--- src/rtl/inst_queue.sv ---
// -----------------------------------------------------------------------------
// inst_queue -- instruction queue between the fetch stage and the decoder.
//
// A circular buffer of DEPTH entries. Each entry holds {pc, ins, exc}. There is
// a read pointer, a write pointer and an occupancy counter. A flush (branch
// redirect or exception) empties the queue in one cycle.
//
// Optional feature (compile-time macro IQ_BYPASS_EN):
//   defined   : when the queue is empty and no flush is active, the presented
//               fetch word passes straight to out_*. If the decoder takes it
//               that cycle it is never stored; otherwise it is written as usual.
//   undefined : out_* depend only on registered state, so a word pushed in
//               cycle N reaches the head in cycle N+1 at the earliest.
//
// Ports
//   clk        in   rising-edge clock
//   resetn     in   synchronous active-low reset
//   in_valid   in   fetch presents a word
//   in_ready   out  queue can accept a word (not full; ignores out_ready)
//   in_pc      in   [31:0] fetch address
//   in_ins     in   [31:0] instruction word
//   in_exc     in   fetch exception tag
//   flush      in   discard all contents (overrides push and pop)
//   out_valid  out  head entry valid for the decoder
//   out_ready  in   decoder consumes the head
//   out_pc     out  [31:0] head PC (0 while out_valid=0)
//   out_ins    out  [31:0] head instruction (0, a NOP, while out_valid=0)
//   out_exc    out  head exception flag (0 while out_valid=0)
//   count      out  [$clog2(DEPTH):0] number of occupied entries
// -----------------------------------------------------------------------------
module inst_queue #(
    parameter int DEPTH = 4
) (
    input  logic                     clk,
    input  logic                     resetn,
    input  logic                     in_valid,
    output logic                     in_ready,
    input  logic [31:0]              in_pc,
    input  logic [31:0]              in_ins,
    input  logic                     in_exc,
    input  logic                     flush,
    output logic                     out_valid,
    input  logic                     out_ready,
    output logic [31:0]              out_pc,
    output logic [31:0]              out_ins,
    output logic                     out_exc,
    output logic [$clog2(DEPTH):0]   count
);

    localparam int PW = $clog2(DEPTH);
    localparam int CW = PW + 1;
    localparam int EW = 65;

    logic [PW-1:0] rd_ptr_q, rd_ptr_d;
    logic [PW-1:0] wr_ptr_q, wr_ptr_d;
    logic [CW-1:0] count_q, count_d;
    logic [EW-1:0] mem_q [DEPTH];
    logic [EW-1:0] mem_d [DEPTH];

    logic          empty_s;
    logic          full_s;
    logic          push_s;
    logic          pop_s;
    logic [EW-1:0] head_s;

    // Status flags and the write-side handshake, all from registered state.
    always_comb begin
        empty_s  = (count_q == {CW{1'b0}});
        full_s   = (count_q == CW'(DEPTH));
        in_ready = ~full_s;
        push_s   = in_valid & ~full_s;
        head_s   = mem_q[rd_ptr_q];
    end

    // Head presentation; fields are forced to zero whenever nothing is valid.
    always_comb begin
        out_valid = 1'b0;
        out_pc    = 32'h0000_0000;
        out_ins   = 32'h0000_0000;
        out_exc   = 1'b0;
`ifdef IQ_BYPASS_EN
        if (empty_s && !flush && in_valid) begin
            out_valid = 1'b1;
            out_pc    = in_pc;
            out_ins   = in_ins;
            out_exc   = in_exc;
        end else if (!empty_s) begin
            out_valid = 1'b1;
            out_pc    = head_s[64:33];
            out_ins   = head_s[32:1];
            out_exc   = head_s[0];
        end else begin
            out_valid = 1'b0;
        end
`else
        if (!empty_s) begin
            out_valid = 1'b1;
            out_pc    = head_s[64:33];
            out_ins   = head_s[32:1];
            out_exc   = head_s[0];
        end else begin
            out_valid = 1'b0;
        end
`endif
        pop_s = out_valid & out_ready;
        count = count_q;
    end

    // Next-state for pointers, counter and storage. A bypassed word that is
    // consumed looks like push+pop at count 0: both pointers advance, count
    // stays 0, and the written slot is never observed.
    always_comb begin
        rd_ptr_d = rd_ptr_q;
        wr_ptr_d = wr_ptr_q;
        count_d  = count_q;
        mem_d    = mem_q;
        if (flush) begin
            rd_ptr_d = {PW{1'b0}};
            wr_ptr_d = {PW{1'b0}};
            count_d  = {CW{1'b0}};
        end else begin
            if (push_s) begin
                mem_d[wr_ptr_q] = {in_pc, in_ins, in_exc};
                wr_ptr_d        = wr_ptr_q + PW'(1);
            end else begin
                wr_ptr_d = wr_ptr_q;
            end
            if (pop_s) begin
                rd_ptr_d = rd_ptr_q + PW'(1);
            end else begin
                rd_ptr_d = rd_ptr_q;
            end
            case ({push_s, pop_s})
                2'b10:   count_d = count_q + CW'(1);
                2'b01:   count_d = count_q - CW'(1);
                default: count_d = count_q;
            endcase
        end
    end

    // Control state register with synchronous active-low reset.
    always_ff @(posedge clk) begin
        if (!resetn) begin
            rd_ptr_q <= {PW{1'b0}};
            wr_ptr_q <= {PW{1'b0}};
            count_q  <= {CW{1'b0}};
        end else begin
            rd_ptr_q <= rd_ptr_d;
            wr_ptr_q <= wr_ptr_d;
            count_q  <= count_d;
        end
    end

    // Storage array; contents are only visible through valid entries, so no reset.
    always_ff @(posedge clk) begin
        mem_q <= mem_d;
    end

endmodule

--- config.mk ---
export PLATFORM = sky130hd
export DESIGN_NAME = inst_queue
export DESIGN_NICKNAME = d
export VERILOG_FILES = /design/src/rtl/inst_queue.sv
export SDC_FILE = /design/constraint.sdc
export NUM_CORES = 1
export LEC_CHECK = 0
export ABC_AREA = 1
export BUFFER_PORTS_ARGS = -buffer_cell sky130_fd_sc_hd__buf_2
export CELL_PAD_IN_SITES_DETAIL_PLACEMENT = 1
export CELL_PAD_IN_SITES_GLOBAL_PLACEMENT = 1
export CORE_ASPECT_RATIO = 0.8
export CORE_MARGIN = 5
export CORE_UTILIZATION = 50
export DETAILED_ROUTE_END_ITERATION = 7
export PLACE_DENSITY_LB_ADDON = 0.08
export SLEW_MARGIN = 20
export SYNTH_ARGS = -nofsm -noshare
export SYNTH_HDL_FRONTEND = slang
export SYNTH_SLANG_ARGS = --single-unit
--- constraint.sdc ---
create_clock -name clk -period 11.4 [get_ports clk]
set_clock_uncertainty 0.2 [all_clocks]
set_input_delay 1.14 -clock clk [delete_from_list [all_inputs] [get_ports clk]]
set_output_delay 1.14 -clock clk [all_outputs]
set_load 0.02 [all_outputs]
==> flow_metrics.env <==
export IMPL_cts_buffers=27
export IMPL_synthesis_nets=914
export IMPL_cts_htree_levels=1
export IMPL_hp_class="reg -> reg"
export IMPL_regToRegEndpoint="mem_q[254]"
export IMPL_totalWireLength_mm=26.3
export IMPL_netSwitchingPower_mw=0.472
export IMPL_cts_root_buffer="clkbuf_16"
export IMPL_p_int_mw=1.64
export IMPL_synth_seq_area_share=0.756
export IMPL_synthArstFlopShare=0
export IMPL_die_h_um=140
export IMPL_drv_cap=0
export IMPL_max_clock_path_buffers=3
export IMPL_yosysWarnings=0
export IMPL_hold_start="wr_ptr_q[1]"
export IMPL_switching_share=0.224
export IMPL_critPathKind="reg -> out"
export IMPL_startpoint_type="register"
export IMPL_io_pins=140
export IMPL_place_inst=1204
export IMPL_finalSetupViolCount=0
export IMPL_synth_area_top_cells="edfxtp_1 74%, nor2_1 9.7%, o21ai_1 3.6%"
export IMPL_finalNonFillerCells=1256
export IMPL_clock_sinks=267
export IMPL_netlist_instances=838
export IMPL_r2r_slack_ps=8590
export IMPL_fin_nets=1040
export IMPL_synth_edf_count=260
export IMPL_first_global_vias=7699
export IMPL_period_share=0.390
export IMPL_irDropWorstVdd_v=0.000127
export IMPL_cp_max_fo=75
export IMPL_slew_viol_final=0
export IMPL_hpwl_mm=14.9
export IMPL_ys_flop_type="edfxtp_1"
export IMPL_fill_cells=2135
export IMPL_dr_total_vias=6889
export IMPL_final_util=0.591
export IMPL_cts_resized=0
export IMPL_row_count=47
export IMPL_synth_area_um2=10500
export IMPL_via_per_inst=5.48
export IMPL_gr_total_overflow=0
export IMPL_avgRoutedWirePerCell_um=20.9
export IMPL_avgSynthCellArea_um2=12.5
export IMPL_seqPwrFrac=0.523
export IMPL_die_w_um=172
export IMPL_fin_setup_tns_ps=0
export IMPL_r2r_cells=5
export IMPL_grt_max_degree=76
export IMPL_hold_end="wr_ptr_q[1]"
export IMPL_area_delta_synth_final_pct=16.2
export IMPL_max_slew_worst_pin_slew_ps=1020
export IMPL_rsz0062_at_grt="no"
export IMPL_synth_common_cells="273 x nor2_1, 260 x edfxtp_1, 75 x o21ai_1"
export IMPL_r2r_start="count[1]"
export IMPL_core_area_um2=20700
export IMPL_drc=0
export IMPL_yosys_area_top_type="edfxtp_1"
export IMPL_fmax_mhz=225
export IMPL_clkPwrFrac=0.406
export IMPL_start_util=0.508
export IMPL_design_die_area_um2=24100
export IMPL_antenna_left=0
export IMPL_period_minus_slack_ps=4450
export IMPL_whs_ps=333
export IMPL_clock_latency_ps=520
export IMPL_first_pass_iters=5
export IMPL_gp_congestion=0.784
export IMPL_p_leak_nw=4.49
export IMPL_synth_seq_cells=267
export IMPL_clk_pin_slew_ps=60
export IMPL_synth_most_common_cell="nor2_1"
export IMPL_status="finished, final reports clean"
export IMPL_synth_top_area_frac=0.742
export IMPL_hold_depth=2
export IMPL_grt_first_pass_wirelength_mm=40.4
export IMPL_cp_required_ps=10060
export IMPL_max_slew_margin=0.321
export IMPL_drive_above_1_share=0.201
export IMPL_hold_buffers=0
export IMPL_grtUsageTotal=0.215
export IMPL_arrival_ps=3110
export IMPL_antenna_found_initial=4
export IMPL_critPathCaptureType="output pin"
export IMPL_p_per_area_nw_per_um2=173
export IMPL_dr_first_iter_drc_count=486
export IMPL_pwr_share_comb=0.071
export IMPL_cts_setup_buffers=0
export IMPL_port_buffers=139
export IMPL_finalHoldViolCount=0
export IMPL_cts_tree="built"
export IMPL_synth_cell_types=21
==> logic make-up after synthesis <==
group,after synthesis,share of synthesized area
flops,267,0.756
simple gates,294,0.106
buf+inv,70,0.0349
compound gates,201,0.0959
fa+ha+maj,6,0.00785
==> flip-flops by register name (all words and copies together) (netlist names) <==
signal / cells
rd_ptr_q: 2
count: 3
wr_ptr_q: 2
mem_q: 260
==> worst max-delay path, stage by stage, from the launching register on <==
cell     delay [ps]
dfxtp_4         530
inv_4           550
buf_4           690
o21ai_0         220
a21oi_1         280
buf_2           220
==> how the worst max path moves through the flow <==
stage / from / to / slack, ps / cells after the start
2_1_floorplan: in_valid / mem_q[0] / 6360 / 3
3_3_place_gp: rd_ptr_q[0] / out_pc[5] / 7550 / 5
3_5_place_dp: rd_ptr_q[0] / out_pc[5] / 7400 / 5
4_1_cts: rd_ptr_q[0] / out_pc[5] / 6850 / 5
5_1_grt: rd_ptr_q[0] / out_pc[5] / 6660 / 5
6_report: rd_ptr_q[0] / out_pc[5] / 6950 / 5
==> power groups by stage <==
stage                     Sequential, mW  Clock (mW)  Combinational (mW)
after floorplan                     1.12           0              0.0868
after global placement              1.12           0               0.144
after detailed placement            1.13           0               0.151
after CTS                           1.11       0.873               0.152
after global routing                1.11       0.918               0.165
final                               1.11       0.857               0.151
==> metal layers <==
metal  up-vias  GRT usage  share of wire
met5         -          0        0.00084
met4         4     0.0624          0.023
met3        49     0.0454          0.056
met2       187      0.371           0.50
met1      3453      0.275           0.42
li1       3196          -              -
==> cell usage in the layout, fill, tap and decap left out, types with 3 or more instances in the layout <==
| master | instances |
|---|---|
| nor2_1 | 269 |
| edfxtp_1 | 260 |
| buf_2 | 139 |
| o21ai_1 | 75 |
| a21oi_1 | 68 |
| o21ai_0 | 57 |
| clkbuf_16 | 27 |
| nand2_1 | 17 |
| inv_1 | 16 |
| clkinv_2 | 9 |
| buf_4 | 9 |
| ha_1 | 5 |
| clkinv_1 | 5 |
| dfxtp_1 | 5 |
| nor2_4 | 4 |
| clkbuf_1 | 4 |
| nand3_1 | 3 |
| bufinv_16 | 3 |
==> through the flow <==
stage	area, µm²	total power [mW]	worst slack (ps)
finish	12200	2.11	6950
global route	12200	2.19	6660
floorplan	10500	1.21	6360
CTS	12200	2.13	6850
detailed placement	11400	1.28	7400
global placement	11400	1.27	7550
==> area by class of cell <==
class | count | area, µm² | area share
Multi-Input combinational cell | 501 | 2230 | 0.183
Tap cell | 269 | 337 | 0.0275
Clock buffer | 31 | 691 | 0.0565
Sequential cell | 267 | 7950 | 0.651
Timing Repair Buffer | 148 | 763 | 0.0624
Antenna cell | 2 | 5.00 | 0.000409
Inverter | 19 | 73.8 | 0.00604
Clock inverter | 19 | 170 | 0.0139
No activity file was read; power rests on OpenSTA's default activity.
